### src/rtl/axi_burst_len_ctrl_pkg.sv
// Shared types for the burst-length controller.
// Provides the AXI length encoding and a default request/response struct
// pair used when the controller is instantiated without project-specific
// AXI types. Only the handshake fields and r.last are interpreted by the
// controller; every other field is passed through untouched.
package axi_burst_len_ctrl_pkg;

    typedef logic [7:0] len_t;

    typedef struct packed {
        logic [31:0] addr;
        len_t        len;
    } ax_chan_t;

    typedef struct packed {
        logic [31:0] data;
        logic        last;
    } w_chan_t;

    typedef struct packed {
        logic [1:0] resp;
    } b_chan_t;

    typedef struct packed {
        logic [31:0] data;
        logic [1:0]  resp;
        logic        last;
    } r_chan_t;

    typedef struct packed {
        ax_chan_t aw;
        logic     aw_valid;
        w_chan_t  w;
        logic     w_valid;
        logic     b_ready;
        ax_chan_t ar;
        logic     ar_valid;
        logic     r_ready;
    } dflt_axi_req_t;

    typedef struct packed {
        logic     aw_ready;
        logic     ar_ready;
        logic     w_ready;
        b_chan_t  b;
        logic     b_valid;
        r_chan_t  r;
        logic     r_valid;
    } dflt_axi_resp_t;

endpackage

### src/rtl/axi_burst_len_ctrl_txn_cnt.sv
// Outstanding-burst counter.
// Saturating up/down counter sized to hold 0..MaxTxns.
//   clk_i/rst_i : clock, synchronous active-high reset
//   inc_i       : burst issued (address handshake)
//   dec_i       : burst retired (B or last R handshake)
//   full_o      : count == MaxTxns
//   empty_o     : count == 0
// A simultaneous inc/dec leaves the count unchanged. A decrement at zero is
// a protocol violation: it is flagged and the count holds at zero.
module axi_burst_len_ctrl_txn_cnt #(
    parameter int unsigned MaxTxns = 32'd8
) (
    input  logic clk_i,
    input  logic rst_i,
    input  logic inc_i,
    input  logic dec_i,
    output logic full_o,
    output logic empty_o
);

    localparam int unsigned CntW = $clog2(MaxTxns + 1);

    logic [CntW-1:0] cnt_d, cnt_q;

    assign full_o  = (cnt_q == CntW'(MaxTxns));
    assign empty_o = (cnt_q == '0);

    always_comb begin
        cnt_d = cnt_q;
        if (inc_i && !dec_i && !full_o) begin
            cnt_d = cnt_q + 1'b1;
        end else if (dec_i && !inc_i && !empty_o) begin
            cnt_d = cnt_q - 1'b1;
        end
    end

    always_ff @(posedge clk_i) begin
        if (rst_i) begin
            cnt_q <= '0;
        end else begin
            cnt_q <= cnt_d;
            assert (!(dec_i && !inc_i && empty_o))
                else $error("txn counter underflow");
        end
    end

endmodule

### src/rtl/axi_burst_len_ctrl.sv
// Runtime controller for the burst splitter's length limit.
// Passes AXI traffic through and owns the registered len_limit_o. A new
// limit is applied only once every outstanding read and write burst has
// retired, so the splitter never sees the limit move mid-burst.
//   clk_i, rst_i              : clock, synchronous active-high reset
//   cfg_len_i/valid/ready     : new-limit request handshake
//   busy_o                    : a limit change is in progress
//   len_limit_o               : to splitter len_limit_i
//   slv_req_i / slv_resp_o    : upstream AXI port
//   mst_req_o / mst_resp_i    : port toward the splitter
module axi_burst_len_ctrl
    import axi_burst_len_ctrl_pkg::*;
#(
    parameter int unsigned MaxReadTxns  = 32'd8,
    parameter int unsigned MaxWriteTxns = 32'd8,
    parameter logic [7:0]  ResetLen     = 8'h00,
    parameter type         axi_req_t    = dflt_axi_req_t,
    parameter type         axi_resp_t   = dflt_axi_resp_t
) (
    input  logic       clk_i,
    input  logic       rst_i,
    input  logic [7:0] cfg_len_i,
    input  logic       cfg_valid_i,
    output logic       cfg_ready_o,
    output logic       busy_o,
    output logic [7:0] len_limit_o,
    input  axi_req_t   slv_req_i,
    output axi_resp_t  slv_resp_o,
    output axi_req_t   mst_req_o,
    input  axi_resp_t  mst_resp_i
);

    typedef enum logic [1:0] {RUN, DRAIN, APPLY} state_e;

    state_e state_d, state_q;
    len_t   pend_d, pend_q;
    len_t   len_limit_d, len_limit_q;

    logic wr_full, wr_empty, rd_full, rd_empty;
    logic aw_gate, ar_gate;
    logic aw_hs, b_hs, ar_hs, r_last_hs;

    // Address channels are closed during reset, throughout a change, and
    // whenever the matching counter has no room for another burst.
    assign aw_gate = rst_i || (state_q != RUN) || wr_full;
    assign ar_gate = rst_i || (state_q != RUN) || rd_full;

    always_comb begin
        mst_req_o  = slv_req_i;
        slv_resp_o = mst_resp_i;
        if (aw_gate) begin
            mst_req_o.aw_valid  = 1'b0;
            slv_resp_o.aw_ready = 1'b0;
        end
        if (ar_gate) begin
            mst_req_o.ar_valid  = 1'b0;
            slv_resp_o.ar_ready = 1'b0;
        end
    end

    // Handshakes are observed on the splitter side, after gating.
    assign aw_hs     = mst_req_o.aw_valid && mst_resp_i.aw_ready;
    assign b_hs      = mst_resp_i.b_valid && slv_req_i.b_ready;
    assign ar_hs     = mst_req_o.ar_valid && mst_resp_i.ar_ready;
    assign r_last_hs = mst_resp_i.r_valid && slv_req_i.r_ready && mst_resp_i.r.last;

    axi_burst_len_ctrl_txn_cnt #(.MaxTxns(MaxWriteTxns)) i_wr_cnt (
        .clk_i   (clk_i),
        .rst_i   (rst_i),
        .inc_i   (aw_hs),
        .dec_i   (b_hs),
        .full_o  (wr_full),
        .empty_o (wr_empty)
    );

    axi_burst_len_ctrl_txn_cnt #(.MaxTxns(MaxReadTxns)) i_rd_cnt (
        .clk_i   (clk_i),
        .rst_i   (rst_i),
        .inc_i   (ar_hs),
        .dec_i   (r_last_hs),
        .full_o  (rd_full),
        .empty_o (rd_empty)
    );

    assign cfg_ready_o = !rst_i && (state_q == RUN);
    assign busy_o      = !rst_i && (state_q != RUN);
    assign len_limit_o = len_limit_q;

    always_comb begin
        state_d     = state_q;
        pend_d      = pend_q;
        len_limit_d = len_limit_q;
        unique case (state_q)
            RUN: begin
                if (cfg_valid_i && cfg_ready_o) begin
                    pend_d  = cfg_len_i;
                    state_d = DRAIN;
                end
            end
            DRAIN: begin
                if (wr_empty && rd_empty) begin
                    len_limit_d = pend_q;
                    state_d     = APPLY;
                end
            end
            // One gated cycle so the splitter holds the new limit before the
            // first address of the new regime arrives.
            APPLY: state_d = RUN;
            default: state_d = RUN;
        endcase
    end

    always_ff @(posedge clk_i) begin
        if (rst_i) begin
            state_q     <= RUN;
            pend_q      <= '0;
            len_limit_q <= ResetLen;
        end else begin
            state_q     <= state_d;
            pend_q      <= pend_d;
            len_limit_q <= len_limit_d;
        end
    end

endmodule

### config.mk
export PLATFORM = sky130hd
export DESIGN_NAME = axi_burst_len_ctrl
export DESIGN_NICKNAME = d
export VERILOG_FILES = /design/src/rtl/axi_burst_len_ctrl_pkg.sv /design/src/rtl/axi_burst_len_ctrl_txn_cnt.sv /design/src/rtl/axi_burst_len_ctrl.sv
export SDC_FILE = /design/constraint.sdc
export NUM_CORES = 1
export LEC_CHECK = 0
export BUFFER_PORTS_ARGS = -buffer_cell sky130_fd_sc_hd__buf_2
export CORE_AREA = 2 2 132 134
export CTS_CLUSTER_DIAMETER = 80
export CTS_CLUSTER_SIZE = 28
export DETAILED_ROUTE_END_ITERATION = 8
export DIE_AREA = 0 0 134 136
export GPL_TIMING_DRIVEN = 0
export MAX_ROUTING_LAYER = met4
export PLACE_DENSITY_LB_ADDON = 0.12
export SYNTH_ARGS = -nofsm -noshare
export SYNTH_HDL_FRONTEND = slang
export SYNTH_SLANG_ARGS = --single-unit
export TNS_END_PERCENT = 1
### constraint.sdc
create_clock -name clk_i -period 2.68 [get_ports clk_i]
set_input_delay 0.402 -clock clk_i [delete_from_list [all_inputs] [get_ports clk_i]]
set_output_delay 0.402 -clock clk_i [all_outputs]
set_load 0.05 [all_outputs]
==> results.py, run 1 <==
metrics = {
    "run_status": {
        "status": "finished clean",
    },
    "synthesis": {
        "yosysUniqueCellTypes": 36,
        "synth_flop_cell": "dfxtp_1",
        "async_flop_share_pct": 0,
        "synth_top_area_share_pct": 46.6,
        "synth-warning-count": 0,
        "seq_area_frac_synth_pct": 20.7,
        "synth_edf_count": 0,
        "yosysTopAreaCell": "buf_4",
        "synth_nets": 477,
        "synth_area_um2": 2510,
        "syn_area_per_cell_um2": 8.38,
        "synth_top_cells_by_count": "buf_4 (156), dfxtp_1 (26), nor2_1 (21)",
        "yosysMostFrequentCell": "buf_4",
        "synthCells": 300,
        "ys_top_cells_by_area": "buf_4 (47%), dfxtp_1 (21%), mux2i_1 (3.6%)",
        "ys_ff_latch": 26,
    },
    "global_route": {
        "grt_max_degree": 16,
        "antenna_found_initial": 0,
        "grt_pass1_vias": 2032,
        "grt_pass1_wl_mm": 10.3,
        "track_usage_pct": 7.28,
        "grt_overflow": 0,
    },
    "cts": {
        "cts_tree": "done",
        "cts_buffers": 3,
        "clk_latency_ns": 0.26,
        "post_cts_buffers": 0,
        "cts.sinks": 26,
        "cts_max_level": 1,
        "cts_resized": 0,
        "cts_buffer_depth": 2,
        "cts-root-buf": "clkbuf_16",
        "clkSlewWorstSetupHoldPaths_ns": 0.07,
        "ctsHoldBuffers": 0,
    },
    "worst_setup_path": {
        "rr_endpoint": "i_wr_cnt.cnt_q[3]",
        "worstPathArrival_ns": 2.63,
        "crit_path_max_fanout": 10,
        "startpoint_type": "flip-flop",
        "rr_startpoint": "state_q[0]",
        "worstRegToRegCells": 10,
        "criticalPathCategory": "reg -> reg",
        "crit_start": "state_q[0]",
        "required_ns": 2.83,
        "rrSetupSlack_ns": 0.20,
        "crit_path_end_kind": "flip-flop",
    },
    "sta": {
        "drv_slew": 0,
        "clock.fmax_ghz": 0.404,
        "worstMarginPinSlew_ns": 0.617,
        "final_hold_viol_count": 0,
        "min_period_ns": 2.48,
        "setup_viol": 0,
        "fin_worst_skew_ns": 0.00209,
        "slew_headroom_pct": 58.9,
        "rsz0062_at_grt": "no",
        "fin_hold_ws_ns": 0.338,
        "min_period_over_period_pct": 92.4,
    },
    "route": {
        "num_vias": 2462,
        "remaining_drc_errors": 0,
        "ant_nets": 0,
        "drtIter0Drc": 72,
        "wirelength_mm": 7.64,
        "vias_per_cell": 3.43,
        "wire_per_inst_um": 10.6,
        "dr.pass1.iters": 4,
    },
    "floorplan": {
        "row_count": 48,
        "start_util_pct": 14.9,
        "die_w_um": 134,
        "die_area_um2": 18200,
        "die_height_um": 136,
        "core_area_um2": 16900,
        "io_pins": 341,
    },
    "power_and_ir_drop": {
        "leakagePower_nw": 2.13,
        "peakVddDrop_v": 0.000407,
        "power_density_nw_per_um2": 537,
    },
    "placement": {
        "place_congestion": 0.673,
        "io_buffers": 188,
        "hpwl_mm": 6.61,
    },
    "layout": {
        "final_layout_size_suffix_gt1_share_pct": 73.8,
        "postLayoutCoreUtil_pct": 22.9,
        "syn2layout_area_growth_pct": 53.6,
        "layout.nets": 670,
    },
    "hold_path": {
        "worstHoldStart": "cfg_len_i[0]",
        "hold_end": "pend_q[0]",
        "whs_path_depth": 3,
        "hp-class": "in -> reg",
    },
    "flow_run": {
        "maxCapViolations": 0,
    },
}
==> where the power goes <==
part / internal [mW] / switching (mW) / total (mW)
Sequential: 0.432 / 0.0497 / 0.482
Clock: 0.297 / 0.145 / 0.442
Combinational: 0.385 / 0.766 / 1.15
==> per-stage QoR <==
stage | area (µm²) | power, mW | setup TNS, ns | setup WS [ns] | std cells
floorplan | 2520 | 1.41 | 0 | 0.0419 | 300
global placement | 3740 | 1.63 | -0.0549 | -0.0430 | 713
detailed placement | 3740 | 1.64 | -0.0932 | -0.0635 | 713
CTS | 3840 | 2.10 | 0 | 0.0699 | 717
global route | 3860 | 2.19 | 0 | 0.00548 | 717
finish | 3860 | 2.07 | 0 | 0.204 | 718
==> final cells by class <==
cell class              count  area [µm²]
diodes                      1        2.50
clock buffers               3        75.1
fillers                  1905       13000
repair buffers            188         941
plain buffers             163        1210
well taps                 225         282
multi-input cells         111         797
flip-flops and latches     26         520
clock inverters             1        30.0
==> state kept, by name (all words and copies together) (netlist names) <==
| register | flops |
|---|---|
| len_limit_o | 8 |
| pend_q | 8 |
| i_rd_cnt.cnt_q | 4 |
| i_wr_cnt.cnt_q | 4 |
| state_q | 2 |
==> worst max-delay path by stage <==
stage                        end  slack, ns  depth (start not counted)
2_1_floorplan  i_wr_cnt.cnt_q[3]       0.04                         11
3_3_place_gp   i_rd_cnt.cnt_q[3]      -0.04                         11
3_5_place_dp   i_rd_cnt.cnt_q[3]      -0.06                         11
4_1_cts        i_rd_cnt.cnt_q[3]       0.07                         10
5_1_grt        i_wr_cnt.cnt_q[3]      0.005                         10
6_report       i_wr_cnt.cnt_q[3]       0.20                         10
==> cells by family after synthesis <==
logic type / after synthesis / synth area share (%)
buffers and inverters: 163 / 48.3
AND/OR/NAND/NOR: 65 / 14.0
AO/OA/AOI/OAI: 27 / 8.41
flip-flops: 26 / 20.7
multiplexers: 9 / 3.58
adder cells (fa/ha/maj): 6 / 3.58
XOR/XNOR: 4 / 1.39
==> worst max-delay path: stages (launching register included) <==
cell and delay, ns:
dfxtp_1 0.37, nor3_4 0.29, buf_6 0.19, and3_2 0.19, nand3_1 0.15, ha_1 0.31
a21o_1 0.18, a21oi_1 0.27, nor2b_1 0.21, o21ai_0 0.10, o311a_1 0.11
==> layout by cell type (no fill, tap or decap), drive strengths merged, types with 5 or more instances in the layout <==
cell / instances
nand2: 11
o21ai: 10
nor3: 5
clkbuf: 6
buf: 348
nor2: 21
and3: 7
mux2i: 9
nand2b: 9
dfxtp: 26
==> layer usage <==
layer / wire, µm / up-vias / global-route usage (%) / part of all wire, %
met1: 2590 / 1069 / 7.44 / 34
met2: 4030 / 180 / 14.1 / 53
met3: 1000 / 2 / 2.35 / 13
li1: - / 1211 / - / -
met4: 14 / 0 / 0.532 / 0.18
met5: 0 / - / - / 0
Power figures use the tool's default switching activity.
==> run 2: changes to the inputs <==
Settings changed: PLACE_DENSITY set to 0.41, PLACE_DENSITY_LB_ADDON 0.12 to unset, SLEW_MARGIN set to 20.
Clock period 2.68 ns to 2.9 ns, I/O delays scaled along.
==> run 2 against run 1 <==
  * Cell count fell by 0.14%
  * Sequential share of layout area grew 0.070 points
  * Die area unchanged
==> results.py, run 2 (same netlist as run 1, synthesis figures left out) <==
metrics = {
    "worst_setup_path": {
        "criticalPathCategory": "reg -> reg",
        "worstRegToRegCells": 10,
        "required_ns": 3.05,
        "startpoint_type": "flip-flop",
        "crit_path_end_kind": "flip-flop",
        "path_cells": "nor3_2 > buf_6 > and3_1 > nand3_1 > ha_1 > a21o_1 > a21oi_1 > nor2b_1 > o21ai_0 > o311a_1",
        "critPathMaxStageDelay_ns": 0.35,
        "crit_path_max_fanout": 10,
        "cp_top_family": "simple AND/OR/NAND/NOR gates",
        "path_buf_inv": 1,
        "cp_slowest_cell": "dfxtp_1",
        "worstPathArrival_ns": 2.72,
        "rrSetupSlack_ns": 0.33,
        "rr_endpoint": "i_wr_cnt.cnt_q[3]",
        "rr_startpoint": "state_q[0]",
    },
    "cts": {
        "clk_latency_ns": 0.26,
        "cts_resized": 0,
        "ctsHoldBuffers": 0,
        "cts.sinks": 26,
        "cts-root-buf": "clkbuf_16",
        "clkSlewWorstSetupHoldPaths_ns": 0.07,
        "cts_tree": "done",
        "cts_buffer_depth": 2,
        "cts_max_level": 1,
        "cts_buffers": 3,
        "post_cts_buffers": 0,
    },
    "hold_path": {
        "hold_end": "pend_q[0]",
        "worstHoldStart": "cfg_len_i[0]",
        "whs_path_depth": 3,
        "hp-class": "in -> reg",
    },
    "power_and_ir_drop": {
        "power_density_nw_per_um2": 493,
        "p_switching_mw": 0.874,
        "clkPwrFrac_pct": 21.5,
        "comb_power_share_pct": 55.3,
        "p_seq_share_pct": 23.2,
        "peakVddDrop_v": 0.000234,
        "leakagePower_nw": 2.13,
        "internal_power_mw": 1.02,
        "swShare_pct": 46.1,
    },
    "global_route": {
        "grt_overflow": 0,
        "grt_pass1_vias": 2095,
        "track_usage_pct": 6.84,
        "grt_max_degree": 16,
        "grt_pass1_wl_mm": 9.79,
        "antenna_found_initial": 0,
    },
    "floorplan": {
        "io_pins": 341,
        "start_util_pct": 14.9,
        "die_area_um2": 18200,
        "core_area_um2": 16900,
        "row_count": 48,
        "die_w_um": 134,
        "die_height_um": 136,
    },
    "sta": {
        "worstMarginPinSlew_ns": 0.569,
        "setup_viol": 0,
        "fin_setup_tns_ns": 0,
        "fin_worst_skew_ns": 0.00653,
        "drv_slew": 0,
        "clock.fmax_ghz": 0.390,
        "slew_headroom_pct": 62.0,
        "min_period_over_period_pct": 88.5,
        "rsz0062_at_grt": "no",
        "min_period_ns": 2.57,
        "final_hold_viol_count": 0,
    },
    "placement": {
        "place_congestion": 0.771,
        "dp.cells": 713,
        "hpwl_mm": 6.42,
        "io_buffers": 188,
    },
    "route": {
        "vias_per_cell": 3.47,
        "drtIter0Drc": 43,
        "wirelength_mm": 7.25,
        "num_vias": 2487,
        "remaining_drc_errors": 0,
        "ant_nets": 0,
        "dr.pass1.iters": 4,
        "wire_per_inst_um": 10.1,
    },
    "layout": {
        "final_layout_size_suffix_gt1_share_pct": 73.4,
        "postLayoutCoreUtil_pct": 22.8,
        "layout.nets": 670,
        "mostFrequentLayoutCells": "buf_2 (190), buf_4 (156), dfxtp_1 (26)",
        "diodes": 0,
        "layout_commonest_cell": "buf_2",
        "fillers": 1853,
        "layout.cells.non_filler": 717,
        "syn2layout_area_growth_pct": 52.8,
    },
    "flow_run": {
        "maxCapViolations": 0,
    },
    "run_status": {
        "status": "finished clean",
    },
}
[run 2: power by group through the flow]
stage / Combinational (mW) / Clock, mW / Sequential, mW
2_1_floorplan: 0.846 / 0 / 0.459
3_3_place_gp: 1.05 / 0 / 0.447
3_5_place_dp: 1.05 / 0 / 0.449
4_1_cts: 1.06 / 0.426 / 0.441
5_1_grt: 1.11 / 0.442 / 0.448
6_report: 1.05 / 0.408 / 0.440
[run 2: through the flow]
step           power, mW  instance area [µm²]  hold slack, ns  setup WS (ns)
3_3_place_gp        1.49                 3740           0.465          0.185
4_1_cts             1.92                 3840           0.363          0.296
5_1_grt             2.00                 3840           0.374         0.0261
2_1_floorplan       1.31                 2510           0.448         0.0446
3_5_place_dp        1.50                 3740           0.466          0.143
6_report            1.90                 3840           0.369          0.334
[run 2: worst max-delay path by stage]
stage,from,endpoint,slack [ns],cells after the start
floorplan,rst_i,i_wr_cnt.cnt_q[3],0.04,11
global placement,rst_i,i_rd_cnt.cnt_q[3],0.19,11
detailed placement,rst_i,i_rd_cnt.cnt_q[3],0.14,11
CTS,state_q[0],i_rd_cnt.cnt_q[3],0.30,10
global route,state_q[0],i_wr_cnt.cnt_q[3],0.03,10
finish,state_q[0],i_wr_cnt.cnt_q[3],0.33,10
[run 2: layer usage]
metal | global-route usage, % | wire length, µm
met1 | 6.54 | 2310
met2 | 13.6 | 3920
met3 | 1.94 | 980
met4 | 1.42 | 40
met5 | - | 0
[run 2: area by class of cell]
class	instances	area, µm²	share of cell area, %
clock buffer	3	75.1	1.95
clock inverter	1	30.0	0.782
buffer	163	1210	31.6
sequential	26	520	13.5
tap	225	282	7.33
multi-input combinational	111	779	20.3
timing repair buffer	188	941	24.5
[run 2: worst register-to-register path, delay by kind of cell (launching register included)]
kind | cells | cell delay (ns)
AOI/OAI and AO/OA | 4 | 0.66
adders and majority gates | 1 | 0.33
buffers and inverters | 1 | 0.21
DFF | 1 | 0.35
and+or+nand+nor | 4 | 0.92
==> run 3: changes to the inputs <==
Settings changed: MAX_ROUTING_LAYER met4 to unset.
==> run 3 against run 2 <==
  * Maximum frequency barely moved
  * Non-clock buffer count did not move
  * Critical endpoint unchanged
  * Highest routed layer unchanged
  * Critical path depth did not move
  * Total power barely moved
  * Sequential cell count did not move
  * Cell area did not move
  * Sequential share of layout area did not move
  * Routed wire length did not move
==> results.py, run 3 (same netlist as run 1, synthesis figures left out) <==
metrics = {
    "layout": {
        "finalInstanceArea_um2": 3840,
        "multi_input_area_um2": 779,
        "final_layout_size_suffix_gt1_share_pct": 73.4,
        "register_area_um2": 520,
        "syn2layout_area_growth_pct": 52.8,
        "layout.nets": 670,
        "postLayoutCoreUtil_pct": 22.8,
        "mostFrequentLayoutCells": "buf_2 (190), buf_4 (156), dfxtp_1 (26)",
        "layout_commonest_cell": "buf_2",
        "fillers": 1853,
        "layout.cells.non_filler": 717,
        "diodes": 0,
    },
    "cts": {
        "cts_tree": "done",
        "cts_buffer_depth": 2,
        "cts_buffers": 3,
        "cts.sinks": 26,
        "cts-root-buf": "clkbuf_16",
        "post_cts_buffers": 0,
        "cts_resized": 0,
        "clk_latency_ns": 0.26,
        "cts_max_level": 1,
        "clkSlewWorstSetupHoldPaths_ns": 0.07,
        "ctsHoldBuffers": 0,
    },
    "sta": {
        "fin_setup_tns_ns": 0,
        "setup_viol": 0,
        "worst_slack_ns": 0.334,
        "drv_slew": 0,
        "min_period_ns": 2.57,
        "min_period_over_period_pct": 88.5,
        "worstMarginPinSlew_ns": 0.568,
        "slew_headroom_pct": 62.1,
        "final_hold_viol_count": 0,
        "fin_worst_skew_ns": 0.00658,
        "clock.fmax_ghz": 0.390,
        "rsz0062_at_grt": "no",
    },
    "worst_setup_path": {
        "cp_slowest_cell": "dfxtp_1",
        "crit_path_max_fanout": 10,
        "rr_startpoint": "state_q[0]",
        "worstRegToRegCells": 10,
        "rrSetupSlack_ns": 0.33,
        "path_cells": "nor3_2 > buf_6 > and3_1 > nand3_1 > ha_1 > a21o_1 > a21oi_1 > nor2b_1 > o21ai_0 > o311a_1",
        "rr_endpoint": "i_wr_cnt.cnt_q[3]",
        "required_ns": 3.05,
        "worstPathArrival_ns": 2.72,
        "crit_path_end_kind": "flip-flop",
        "criticalPathCategory": "reg -> reg",
        "startpoint_type": "flip-flop",
        "critPathMaxStageDelay_ns": 0.35,
    },
    "global_route": {
        "grt_pass1_wl_mm": 9.78,
        "grt_pass1_vias": 2098,
        "track_usage_pct": 6.64,
        "grt_overflow": 0,
        "antenna_found_initial": 0,
        "grt_max_degree": 16,
    },
    "placement": {
        "io_buffers": 188,
        "place_congestion": 0.761,
        "dp.cells": 713,
        "placed_cell_area_um2": 3740,
        "hpwl_mm": 6.42,
        "dp_slack_ns": 0.143,
    },
    "hold_path": {
        "whs_path_depth": 3,
        "hp-class": "in -> reg",
        "worstHoldStart": "cfg_len_i[0]",
        "hold_end": "pend_q[0]",
    },
    "floorplan": {
        "core_area_um2": 16900,
        "io_pins": 341,
        "die_height_um": 136,
        "die_area_um2": 18200,
        "die_w_um": 134,
        "start_util_pct": 14.9,
        "row_count": 48,
    },
    "route": {
        "remaining_drc_errors": 0,
        "drtIter0Drc": 44,
        "wire_per_inst_um": 10.1,
        "dr.pass1.iters": 4,
        "wirelength_mm": 7.25,
        "ant_nets": 0,
        "vias_per_cell": 3.46,
        "num_vias": 2483,
    },
    "power_and_ir_drop": {
        "power_density_nw_per_um2": 493,
        "leakagePower_nw": 2.13,
        "peakVddDrop_v": 0.000235,
    },
    "run_status": {
        "status": "finished clean",
    },
    "flow_run": {
        "maxCapViolations": 0,
    },
}
## run 3: cell counts in the layout (fill, tap and decap cells not counted)
Identical to the previous run, type by type.
## run 3: layer usage
layer	vias up	wire length (µm)	track usage [%]
li1	1208	-	-
met1	1065	2280	6.43
met3	2	1000	2.09
met5	-	0	0
met2	208	3930	13.6
met4	0	40	1.42
## run 3: area by class of cell
class	count	share of cell area, %
clock inverters	1	0.782
multi-input cells	111	20.3
plain buffers	163	31.6
flip-flops and latches	26	13.5
well taps	225	7.33
clock buffers	3	1.95
repair buffers	188	24.5
## run 3: how the worst max path moves through the flow
stage               start  cells past startpoint                end
5_1_grt        state_q[0]                     10  i_wr_cnt.cnt_q[3]
3_5_place_dp        rst_i                     11  i_rd_cnt.cnt_q[3]
4_1_cts        state_q[0]                     10  i_rd_cnt.cnt_q[3]
2_1_floorplan       rst_i                     11  i_wr_cnt.cnt_q[3]
3_3_place_gp        rst_i                     11  i_rd_cnt.cnt_q[3]
6_report       state_q[0]                     10  i_wr_cnt.cnt_q[3]
## run 3: report_power, final
part / total, mW / internal, mW / switching (mW) / leakage, nW
sequential: 0.440 / 0.399 / 0.0404 / 0.212
clock: 0.409 / 0.275 / 0.134 / 0.0511
combinational: 1.05 / 0.348 / 0.700 / 1.86
## run 3: worst max-delay path: cells and delay by family, from the launching register on
kind / cells / cell delay [ns]
buf+inv: 1 / 0.21
fa+ha+maj: 1 / 0.33
flops: 1 / 0.35
compound gates: 4 / 0.66
simple gates: 4 / 0.91
## run 3: per-stage QoR
stage          power (mW)  hold slack (ns)
6_report             1.90            0.369
5_1_grt              2.00            0.374
4_1_cts              1.92            0.363
3_5_place_dp         1.50            0.466
3_3_place_gp         1.49            0.465
2_1_floorplan        1.31            0.448
